<file path="config.mk">
export PLATFORM = sky130hd
export DESIGN_NAME = raster_scan_gen
export DESIGN_NICKNAME = d
export VERILOG_FILES = /design/src/rtl/raster_scan_gen_pkg.sv /design/src/rtl/raster_scan_gen_counter.sv /design/src/rtl/raster_scan_gen.sv
export SDC_FILE = /design/constraint.sdc
export NUM_CORES = 1
export LEC_CHECK = 0
export ABC_AREA = 1
export BUFFER_PORTS_ARGS = -buffer_cell sky130_fd_sc_hd__buf_2
export CORE_ASPECT_RATIO = 1.25
export CORE_MARGIN = 3
export CORE_UTILIZATION = 57
export CTS_CLUSTER_DIAMETER = 60
export DETAILED_ROUTE_END_ITERATION = 8
export MAX_ROUTING_LAYER = met4
export PLACE_DENSITY_LB_ADDON = 0.05
export RECOVER_POWER = 100
export SYNTH_ARGS = -nofsm -noshare
export SYNTH_HDL_FRONTEND = slang
export SYNTH_HIERARCHICAL = 1
export SYNTH_SLANG_ARGS = --single-unit
</file>
<file path="constraint.sdc">
create_clock -name clk -period 3.7 [get_ports clk]
set_clock_uncertainty 0.05 [all_clocks]
set_input_delay 0 -clock clk [delete_from_list [all_inputs] [get_ports clk]]
set_output_delay 0 -clock clk [all_outputs]
set_load 0.05 [all_outputs]
</file>
<file path="src/rtl/raster_scan_gen_pkg.sv">
// Shared types and fixed-point helpers for the raster coordinate source.
package raster_scan_gen_pkg;

  typedef logic signed [31:0] fp;

  localparam int unsigned FP_W        = 32;
  localparam int unsigned Q11_21_FRAC = 21;
  localparam int unsigned MAX_RES     = 1024;

  typedef enum logic {
    ST_IDLE = 1'b0,
    ST_SCAN = 1'b1
  } scan_state_e;

  // Non-negative integer to fixed point with a configurable fractional width.
  function automatic fp to_fixed(input logic [FP_W-1:0] v, input int unsigned frac);
    return fp'(v << frac);
  endfunction

  function automatic fp int_to_q11_21(input logic [FP_W-1:0] v);
    return to_fixed(v, Q11_21_FRAC);
  endfunction

endpackage

</file>
<file path="src/rtl/raster_scan_gen_counter.sv">
// Raster position counters: x_base steps by LANES, wraps at line end, y wraps at frame end.
module raster_counter
  import raster_scan_gen_pkg::*;
#(
  parameter int unsigned H_RES = 640,
  parameter int unsigned V_RES = 480,
  parameter int unsigned LANES = 1,
  parameter int unsigned XW    = $clog2(H_RES + 1),
  parameter int unsigned YW    = $clog2(V_RES + 1)
) (
  input  logic          clk,
  input  logic          rst,
  input  logic          clear,
  input  logic          advance,
  output logic [XW-1:0] x_next_c,
  output logic [YW-1:0] y_next_c,
  output logic          line_end_c,
  output logic          frame_end_c
);

  logic [XW-1:0] x_base;
  logic [YW-1:0] y;

  assign line_end_c  = (x_base == XW'(H_RES - LANES));
  assign frame_end_c = (y == YW'(V_RES - 1));

  // Next position, also consumed by the top to preload its output registers.
  always_comb begin
    x_next_c = x_base;
    y_next_c = y;
    if (clear) begin
      x_next_c = '0;
      y_next_c = '0;
    end else if (advance) begin
      if (line_end_c) begin
        x_next_c = '0;
        y_next_c = frame_end_c ? '0 : y + YW'(1);
      end else begin
        x_next_c = x_base + XW'(LANES);
      end
    end
  end

  always_ff @(posedge clk) begin
    if (rst) begin
      x_base <= '0;
      y      <= '0;
    end else begin
      x_base <= x_next_c;
      y      <= y_next_c;
    end
  end

endmodule

</file>
<file path="src/rtl/raster_scan_gen.sv">
// Raster-order pixel coordinate source with valid/ready output, LANES pixels per beat,
// single-shot or continuous frames and a graceful stop.
module raster_scan_gen
  import raster_scan_gen_pkg::*;
#(
  parameter int unsigned H_RES     = 640,
  parameter int unsigned V_RES     = 480,
  parameter int unsigned LANES     = 1,
  parameter int unsigned FRAC_BITS = Q11_21_FRAC,
  parameter int unsigned CNT_W     = 16
) (
  input  logic                  clk,
  input  logic                  rst,
  input  logic                  start,
  input  logic                  continuous,
  input  logic                  stop,
  input  logic                  ready_in,
  output logic                  valid_out,
  output logic [LANES*FP_W-1:0] screen_x,
  output logic [FP_W-1:0]       screen_y,
  output logic                  sof,
  output logic                  eol,
  output logic                  busy,
  output logic                  frame_done,
  output logic [CNT_W-1:0]      frame_count
);

  localparam int unsigned XW = $clog2(H_RES + 1);
  localparam int unsigned YW = $clog2(V_RES + 1);

  if (H_RES % LANES != 0) begin : g_bad_lanes
    $error("raster_scan_gen: H_RES must be a multiple of LANES");
  end
  if (H_RES > MAX_RES || V_RES > MAX_RES) begin : g_bad_res
    $error("raster_scan_gen: resolution exceeds 1024");
  end

  scan_state_e state_q, state_d;

  logic                  mode_cont, mode_cont_d;
  logic                  stop_pending, stop_pending_d;
  logic                  valid_d, busy_d, sof_d, eol_d, frame_done_d;
  logic [LANES*FP_W-1:0] screen_x_d;
  logic [FP_W-1:0]       screen_y_d;
  logic [CNT_W-1:0]      frame_count_d;

  logic          xfer_c, accept_c, last_c, restart_c, load_c;
  logic [XW-1:0] x_next_c;
  logic [YW-1:0] y_next_c;
  logic          line_end_c, frame_end_c;

  assign xfer_c    = valid_out & ready_in;
  assign accept_c  = (state_q == ST_IDLE) & start;
  assign last_c    = xfer_c & line_end_c & frame_end_c;
  assign restart_c = mode_cont & ~stop_pending & ~stop;

  raster_counter #(
    .H_RES(H_RES),
    .V_RES(V_RES),
    .LANES(LANES),
    .XW   (XW),
    .YW   (YW)
  ) u_counter (
    .clk        (clk),
    .rst        (rst),
    .clear      (accept_c),
    .advance    (xfer_c),
    .x_next_c   (x_next_c),
    .y_next_c   (y_next_c),
    .line_end_c (line_end_c),
    .frame_end_c(frame_end_c)
  );

  always_ff @(posedge clk) begin
    if (rst) state_q <= ST_IDLE;
    else     state_q <= state_d;
  end

  always_comb begin
    state_d = state_q;
    case (state_q)
      ST_IDLE: if (start) state_d = ST_SCAN;
      ST_SCAN: if (last_c && !restart_c) state_d = ST_IDLE;
      default: state_d = ST_IDLE;
    endcase
  end

  // Output registers reload on frame start and on every transfer that keeps the scan going.
  assign load_c = accept_c | (xfer_c & (state_d == ST_SCAN));

  always_comb begin
    valid_d        = (state_d == ST_SCAN);
    busy_d         = (state_d != ST_IDLE);
    screen_x_d     = screen_x;
    screen_y_d     = screen_y;
    sof_d          = sof;
    eol_d          = eol;
    frame_done_d   = last_c;
    frame_count_d  = last_c ? frame_count + CNT_W'(1) : frame_count;
    mode_cont_d    = mode_cont;
    stop_pending_d = stop_pending;
    if (load_c) begin
      for (int unsigned k = 0; k < LANES; k++) begin
        screen_x_d[k*FP_W +: FP_W] = to_fixed(FP_W'(x_next_c) + FP_W'(k), FRAC_BITS);
      end
      screen_y_d = to_fixed(FP_W'(y_next_c), FRAC_BITS);
      sof_d      = (x_next_c == '0) && (y_next_c == '0);
      eol_d      = (x_next_c == XW'(H_RES - LANES));
    end
    if (accept_c || (last_c && restart_c)) mode_cont_d = continuous;
    if (state_d == ST_IDLE)                 stop_pending_d = 1'b0;
    else if (state_q == ST_SCAN && stop)    stop_pending_d = 1'b1;
  end

  always_ff @(posedge clk) begin
    if (rst) begin
      valid_out    <= 1'b0;
      busy         <= 1'b0;
      screen_x     <= '0;
      screen_y     <= '0;
      sof          <= 1'b0;
      eol          <= 1'b0;
      frame_done   <= 1'b0;
      frame_count  <= '0;
      mode_cont    <= 1'b0;
      stop_pending <= 1'b0;
    end else begin
      valid_out    <= valid_d;
      busy         <= busy_d;
      screen_x     <= screen_x_d;
      screen_y     <= screen_y_d;
      sof          <= sof_d;
      eol          <= eol_d;
      frame_done   <= frame_done_d;
      frame_count  <= frame_count_d;
      mode_cont    <= mode_cont_d;
      stop_pending <= stop_pending_d;
    end
  end

endmodule
</file>
==> results by group, run 1 <==
Outcome
  • Status: completed

Global routing
  • GR Overflow Total: 0
  • First-pass GRT wire length: 11.92 mm
  • Vias in the first global route: 2687
  • Initial antenna violation count: 0
  • Largest net degree at the start of global routing: 34
  • Total GRT Usage: a little under a quarter

Worst setup path
  • CP endpoint kind: flop
  • Arrival @ worst endpoint: between 2 and 3 ns
  • Reg-to-Reg End: screen_y[26]$_SDFFE_PP0P_
  • R2r worst-path depth: 13
  • Setup CP Type: flop to flop
  • Crit Path Max Fanout: 23
  • Reg2reg setup slack: about 0.94 ns
  • Setup crit start kind: flop
  • Reg-to-reg startpoint: u_counter/y[1]$_SDFF_PP0_
  • Req. time, crit path: roughly 3.9 ns

Timing
  • Endpoints failing setup: 0
  • Worst slew pin tran: 0.9267 ns
  • Highest achievable clock rate: between 0.3 and 0.4 GHz
  • Fin. max-slew vios: 0
  • Hold_ws: 0.06316 ns
  • Setup WS post-layout: between 0.9 and 1 ns
  • Rel. slew slack: a little under two fifths
  • Period utilization: about 75%
  • Final min period: between 2 and 3 ns
  • Final TNS setup: 0 ns
  • RSZ-0062 raised after global routing: false
  • Final Hold Vio Count: 0

Power
  • Lkg Pwr: 1.625 nW
  • Pwr per Cell Area: ~430 mW/mm^2
  • Maximum VDD drop: about 0.28 mV

Clock network
  • Clock Pin Slew Worst Setup and Hold Paths: approximately 0.070 ns
  • Clock Path Buffers: 2
  • # clock sinks: 60
  • Worst skew pair latency: 0.33 ns
  • CTS resizes: 0
  • Root Buffer: clkbuf_8
  • H-tree depth: 3
  • CTS tree: built
  • TritonCTS Buffers: 9
  • Post-CTS Setup Inserts: 0

Drt
  • DRC viols: 0
  • Vias per Instance: between 5 and 6
  • Iter 0 DRT Violations: between 100 and 150
  • First-pass DRT Iterations: 4
  • Final ANT Viol Nets: 0
  • Vias: between 3000 and 4000
  • Avg WL per Cell: between 10 and 15 um
  • Final WL: around 7.4 mm

Logic synthesis
  • Seq/Total Area, Yosys: 35.63%
  • Synth Area per Inst: about 6.9 sq um
  • Synth unique cells: 38
  • Mapped cell area: about 0.0034 sq mm
  • Async set-reset flop share out of synthesis: 0%
  • Register bit total from synthesis: 60
  • Number of synthesized flops with an enable pin: 0
  • YS warnings: 6
  • Cells after synthesis: 485
  • Predominant post-synthesis flop cell: dfxtp_1

Floorplanning
  • Chip width: 74.78 um
  • Chip height: around 90 um
  • Placeable Area: approximately 0.0056 sq mm
  • Initial Util: between 60% and 70%
  • Total I/O pin count: 91
  • Die area: 0.006878 sq mm
  • FP Rows: 30

Placed design
  • Post-Place Cell Area: 0.003411 sq mm
  • Post-DP HPWL: 5.475 mm
  • DP Cell Count: 582
  • RePlAce Congestion: 0.8091
  • Input/output buffers: 45
  • Placement Setup Slack: ~1.4 ns

Hold path
  • Endpoint, Worst Hold: screen_x[25]$_SDFFE_PP0P_
  • Worst min-delay path startpoint: ready_in
  • Worst min path class: input pin to flop
  • Hold path depth: 4

Cells and area
  • Synthesis-to-finish area growth: 5.197%
  • Most common cell after layout, fill and taps aside: nor2_1
  • Layout cells sized above 1: about 6.7%
  • Design Area, Final: between 0.003 and 0.004 sq mm
  • Layout Cells excl Fill: 601
  • Number of nets in the layout: ~540
  • Diode count: 0
  • Leading cell types in the layout, fill and taps excluded: nor2_1 (98), nand2_1 (70), dfxtp_1 (60), inv_1 (56), conb_1 (45)

Run
  • Maximum Capacitance Violations: 0
-- cell usage after synthesis, drive strengths merged, types with 2 or more instances --
cell | count | share of area, %
buf | 52 | 12
nand3 | 35 | 6.0
nand4 | 12 | 2.4
nand2 | 73 | 8.8
o21ai | 35 | 5.2
nor4 | 2 | 0.37
a21oi | 15 | 2.2
inv | 59 | 6.7
nor3 | 21 | 3.4
clkbuf | 4 | 0.45
dfxtp | 60 | 36
ha | 3 | 1.1
xnor2 | 2 | 0.52
nor2 | 102 | 13
-- metrics by stage --
stage / power [mW] / util [%]
6_report: 1.534 / 63.40
5_1_grt: 1.591 / 63.40
4_1_cts: 1.551 / 65.15
3_5_place_dp: 0.9552 / 60.98
3_3_place_gp: 0.9532 / 60.98
2_1_floorplan: 0.9665 / -
-- layer usage --
| layer | global-route usage, % | share of wire, % | routed length (um) |
|---|---|---|---|
| met5 | - | 0 | 0 |
| met2 | 37.32 | 51 | 3787 |
| met1 | 26.95 | 42 | 3145 |
| met3 | 4.825 | 4.6 | 341 |
| met4 | 8.457 | 2.2 | 165 |
-- timing repair --
| item | in CTS | in global routing |
|---|---|---|
| hold buffers | 3 | 0 |
| setup endpoints to repair | 0 | 0 |
| endpoints found under the hold margin | 3 | 0 |
-- cell type report --
| cell class | count | area, sq um |
|---|---|---|
| Timing Repair Buffer | 49 | 212.7 |
| Fill cell | 600 | 2047 |
| Tap cell | 64 | 80.08 |
| Inverter | 60 | 230.2 |
| Multi-Input combinational cell | 352 | 1619 |
| Sequential cell | 60 | 1201 |
| Clock buffer | 12 | 155.1 |
| Clock inverter | 4 | 47.55 |
-- cells by family after synthesis --
family | count (synthesis) | share of synthesized area, %
other | 1 | 0.1113
buffers and inverters | 117 | 19.82
xor gates and xnor gates | 3 | 0.7797
muxes | 1 | 0.2970
and+or+nand+nor | 248 | 34.37
DFF | 60 | 35.63
adders and majority gates | 3 | 1.114
AOI/OAI and AO/OA | 52 | 7.870
-- power by group --
part | leakage, nW | switching, mW | internal [mW]
Sequential | 0.488 | 0.0112 | 0.665
Combinational | 1.03 | 0.228 | 0.0336
Clock | 0.102 | 0.250 | 0.346
-- worst max-delay path by stage --
stage	start	endpoint	slack (ns)
3_3_place_gp	busy$_SDFF_PP0_	eol$_SDFFE_PP0P_	1.38
6_report	u_counter/y[1]$_SDFF_PP0_	screen_y[26]$_SDFFE_PP0P_	0.94
5_1_grt	u_counter/y[0]$_SDFF_PP0_	screen_x[24]$_SDFFE_PP0P_	0.51
3_5_place_dp	busy$_SDFF_PP0_	sof$_SDFFE_PP0P_	1.37
2_1_floorplan	busy$_SDFF_PP0_	sof$_SDFFE_PP0P_	1.37
4_1_cts	busy$_SDFF_PP0_	sof$_SDFFE_PP0P_	1.34
-- sequential cells by signal, summed over array words and instances (netlist names) --
name	count
busy	1
eol	1
frame_count	16
frame_done	1
mode_cont	1
screen_x	10
screen_y	9
sof	1
stop_pending	1
u_counter/x_base	10
u_counter/y	9
-- worst max-delay path: stages (launching register included) --
cell and delay (ns):
dfxtp_1 0.36, ha_1 0.17, nand2_1 0.07, nor2_1 0.33, nand4_1 0.20, inv_1 0.11
nand2_1 0.06, nor2_1 0.56, nand2_4 0.06, nand3_1 0.17, nand2_4 0.20, inv_6 0.18
nor2_1 0.05, nor2_1 0.10
Note: power is estimated with default switching activity, not from simulation.
==> inputs of run 2 (changes only) <==
--- a/config.mk
+++ b/config.mk
@@ -9,7 +9,7 @@
 export BUFFER_PORTS_ARGS = -buffer_cell sky130_fd_sc_hd__buf_2
 export CORE_ASPECT_RATIO = 1.25
 export CORE_MARGIN = 3
-export CORE_UTILIZATION = 57
+export CORE_UTILIZATION = 48
 export CTS_CLUSTER_DIAMETER = 60
 export DETAILED_ROUTE_END_ITERATION = 8
 export MAX_ROUTING_LAYER = met4
==> constraint.sdc (replaced) <==
create_clock -name clk -period 2.35 [get_ports clk]
set_clock_uncertainty 0.05 [all_clocks]
set_input_delay 0 -clock clk [delete_from_list [all_inputs] [get_ports clk]]
set_output_delay 0 -clock clk [all_outputs]
set_load 0.05 [all_outputs]
==> run 2 against run 1 <==
Against the previous run: combinational power increased by 63%; flip-flop and latch count did not move; sequential power rose by 58%; global-route usage is 2.0 points lower; core utilization shrank 7.4 points; critical path type unchanged; critical endpoint is now sof$_SDFFE_PP0P_; largest cell class unchanged.
==> results by group, run 2 (synthesized netlist as in run 1, its figures left out) <==
Power
  • Pwr per Cell Area: 703.8 mW/mm^2
  • Lkg Pwr: between 1.5 and 2 nW
  • Switching power total: approximately 800 uW
  • Internal power: roughly 1.8 mW
  • Seq pwr share: between 40% and 50%
  • Clk pwr share: 43.4%
  • Maximum VDD drop: between 0.3 and 0.4 mV
  • Switching power share of the total: a little under a third
  • Power share of the combinational group: between 15 and 20%

Drt
  • Vias per Instance: approximately 4.9
  • Iter 0 DRT Violations: around 140
  • Final WL: 7.856 mm
  • Avg WL per Cell: 12.45 um
  • Vias: approximately 3000
  • DRC viols: 0
  • Final ANT Viol Nets: 0
  • First-pass DRT Iterations: 4

Placed design
  • Post-DP HPWL: roughly 5.8 mm
  • Input/output buffers: 45
  • RePlAce Congestion: 0.8556
  • Placement Setup Slack: around 0.13 ns
  • Post-Place Cell Area: 0.003492 sq mm

Clock network
  • # clock sinks: 60
  • Clock Pin Slew Worst Setup and Hold Paths: 0.07 ns
  • Root Buffer: clkbuf_8
  • Post-CTS Setup Inserts: 0
  • CTS tree: built
  • H-tree depth: 3
  • TritonCTS Buffers: 9
  • Clock Path Buffers: 2
  • Worst skew pair latency: around 0.34 ns

Worst setup path
  • Setup CP Type: flop to flop
  • Crit Path Max Fanout: 8
  • Crit path buffers/inverters: 2
  • Req. time, crit path: around 2.6 ns
  • Arrival @ worst endpoint: 2.40 ns
  • CP endpoint kind: flop
  • Setup crit start kind: flop
  • Crit-path leading delay family: simple AND/OR/NAND/NOR gates
  • Slowest-stage cell, CP: dfxtp_1
  • CP max stage delay: 0.37 ns
  • CP Cell Sequence: ha_1 > nand3_1 > nor2_4 > nand3_2 > nor2_4 > nand2_1 > nand3_1 > inv_1 > nor2_1 > nand4_1 > nand3b_1 > nand2_1 > inv_1 > nor2_1

Cells and area
  • Fill cell count: around 700
  • Leading cell types in the layout, fill and taps excluded: nor2_1 (95), nand2_1 (68), dfxtp_1 (59), inv_1 (55), conb_1 (45)
  • Most common cell after layout, fill and taps aside: nor2_1
  • Number of nets in the layout: about 550
  • Layout cells sized above 1: between 10% and 20%
  • Largest reg by FF count: frame_count
  • Diode count: 0
  • Post-route core utilization: roughly 56%
  • Max FFs per register: 16
  • Synthesis-to-finish area growth: 11.10%
  • Biggest regs: frame_count (16), screen_x (10), u_counter/x_base (10)
  • Design Area, Final: between 0.003 and 0.004 sq mm

Timing
  • Period utilization: 92.43%
  • Final TNS setup: 0 ns
  • Fin. max-slew vios: 0
  • Endpoints failing setup: 0
  • Setup WS post-layout: between 0.15 and 0.2 ns
  • Rel. slew slack: 40.94%
  • Worst slew pin tran: 0.8850 ns
  • Final min period: 2.172 ns
  • Final Hold Vio Count: 0
  • Hold_ws: around 0.024 ns
  • Highest achievable clock rate: 0.4604 GHz

Run
  • Maximum Capacitance Violations: 0

Global routing
  • Total GRT Usage: a little over 20%
  • Initial antenna violation count: 0
  • GR Overflow Total: 0
  • Largest net degree at the start of global routing: 34
  • Vias in the first global route: between 2000 and 3000
  • First-pass GRT wire length: approximately 13 mm

Floorplanning
  • FP Rows: 33
  • Placeable Area: 0.006689 sq mm
  • Initial Util: between 50% and 60%
  • Chip height: approximately 100 um
  • Die area: between 0.008 and 0.009 sq mm
  • Total I/O pin count: slightly above 90
  • Chip width: ~80 um

Outcome
  • Status: completed

Hold path
  • Worst min path class: input pin to flop
## run 2: power groups by stage
stage,clock network [mW],registers (mW),logic (mW)
2_1_floorplan,0,1.18,0.342
3_3_place_gp,0,1.09,0.426
3_5_place_dp,0,1.09,0.427
4_1_cts,1.17,1.06,0.432
5_1_grt,1.22,1.07,0.457
6_report,1.14,1.07,0.427
## run 2: worst paths after layout
| kind | from | endpoint | slack, ns | cells after the start |
|---|---|---|---|---|
| setup / recovery | u_counter/x_base[0]$_SDFF_PP0_ | sof$_SDFFE_PP0P_ | 0.18 | 14 |
| hold / removal | ready_in | eol$_SDFFE_PP0P_ | 0.02 | 4 |
| hold reg to reg | eol$_SDFFE_PP0P_ | eol$_SDFFE_PP0P_ | 0.45 | 2 |
| setup reg to reg | u_counter/x_base[0]$_SDFF_PP0_ | sof$_SDFFE_PP0P_ | 0.18 | 14 |
## run 2: worst min-delay path: stages
cell	delay [ns]
buf_2	0.10
nand3_2	0.11
nand3_1	0.09
a21oi_1	0.06
## run 2: area by class of cell
type                       instances  area, sq um  area share (%)
multi-input combinational        352         1685           45.01
timing repair buffer              56        265.3           7.083
clock buffer                       9        123.9           3.308
inverter                          60        236.5           6.315
tap                               87        108.9           2.907
clock inverter                     7        122.6           3.274
sequential                        60         1202           32.11
## run 2: routing by layer
| metal | up-vias | part of all wire (%) | GRT usage (%) |
|---|---|---|---|
| li1 | 1564 | - | - |
| met1 | 1410 | 40 | 22.18 |
| met2 | 81 | 52 | 35.80 |
| met3 | 18 | 4.7 | 3.623 |
| met4 | 0 | 2.9 | 11.05 |
| met5 | - | 0 | - |
## run 2: what timing repair did
item                                   in CTS  in global routing
endpoints found under the hold margin       3                  0
resized for setup                           0                 11
hold buffers                                3                  0
setup endpoints to repair                   0                 22
## run 2: stage by stage
| stage | power, mW | instances |
|---|---|---|
| detailed placement | 1.515 | 612 |
| global placement | 1.513 | 612 |
| global route | 2.750 | 631 |
| floorplan | 1.522 | 529 |
| CTS | 2.670 | 631 |
| finish | 2.636 | 631 |
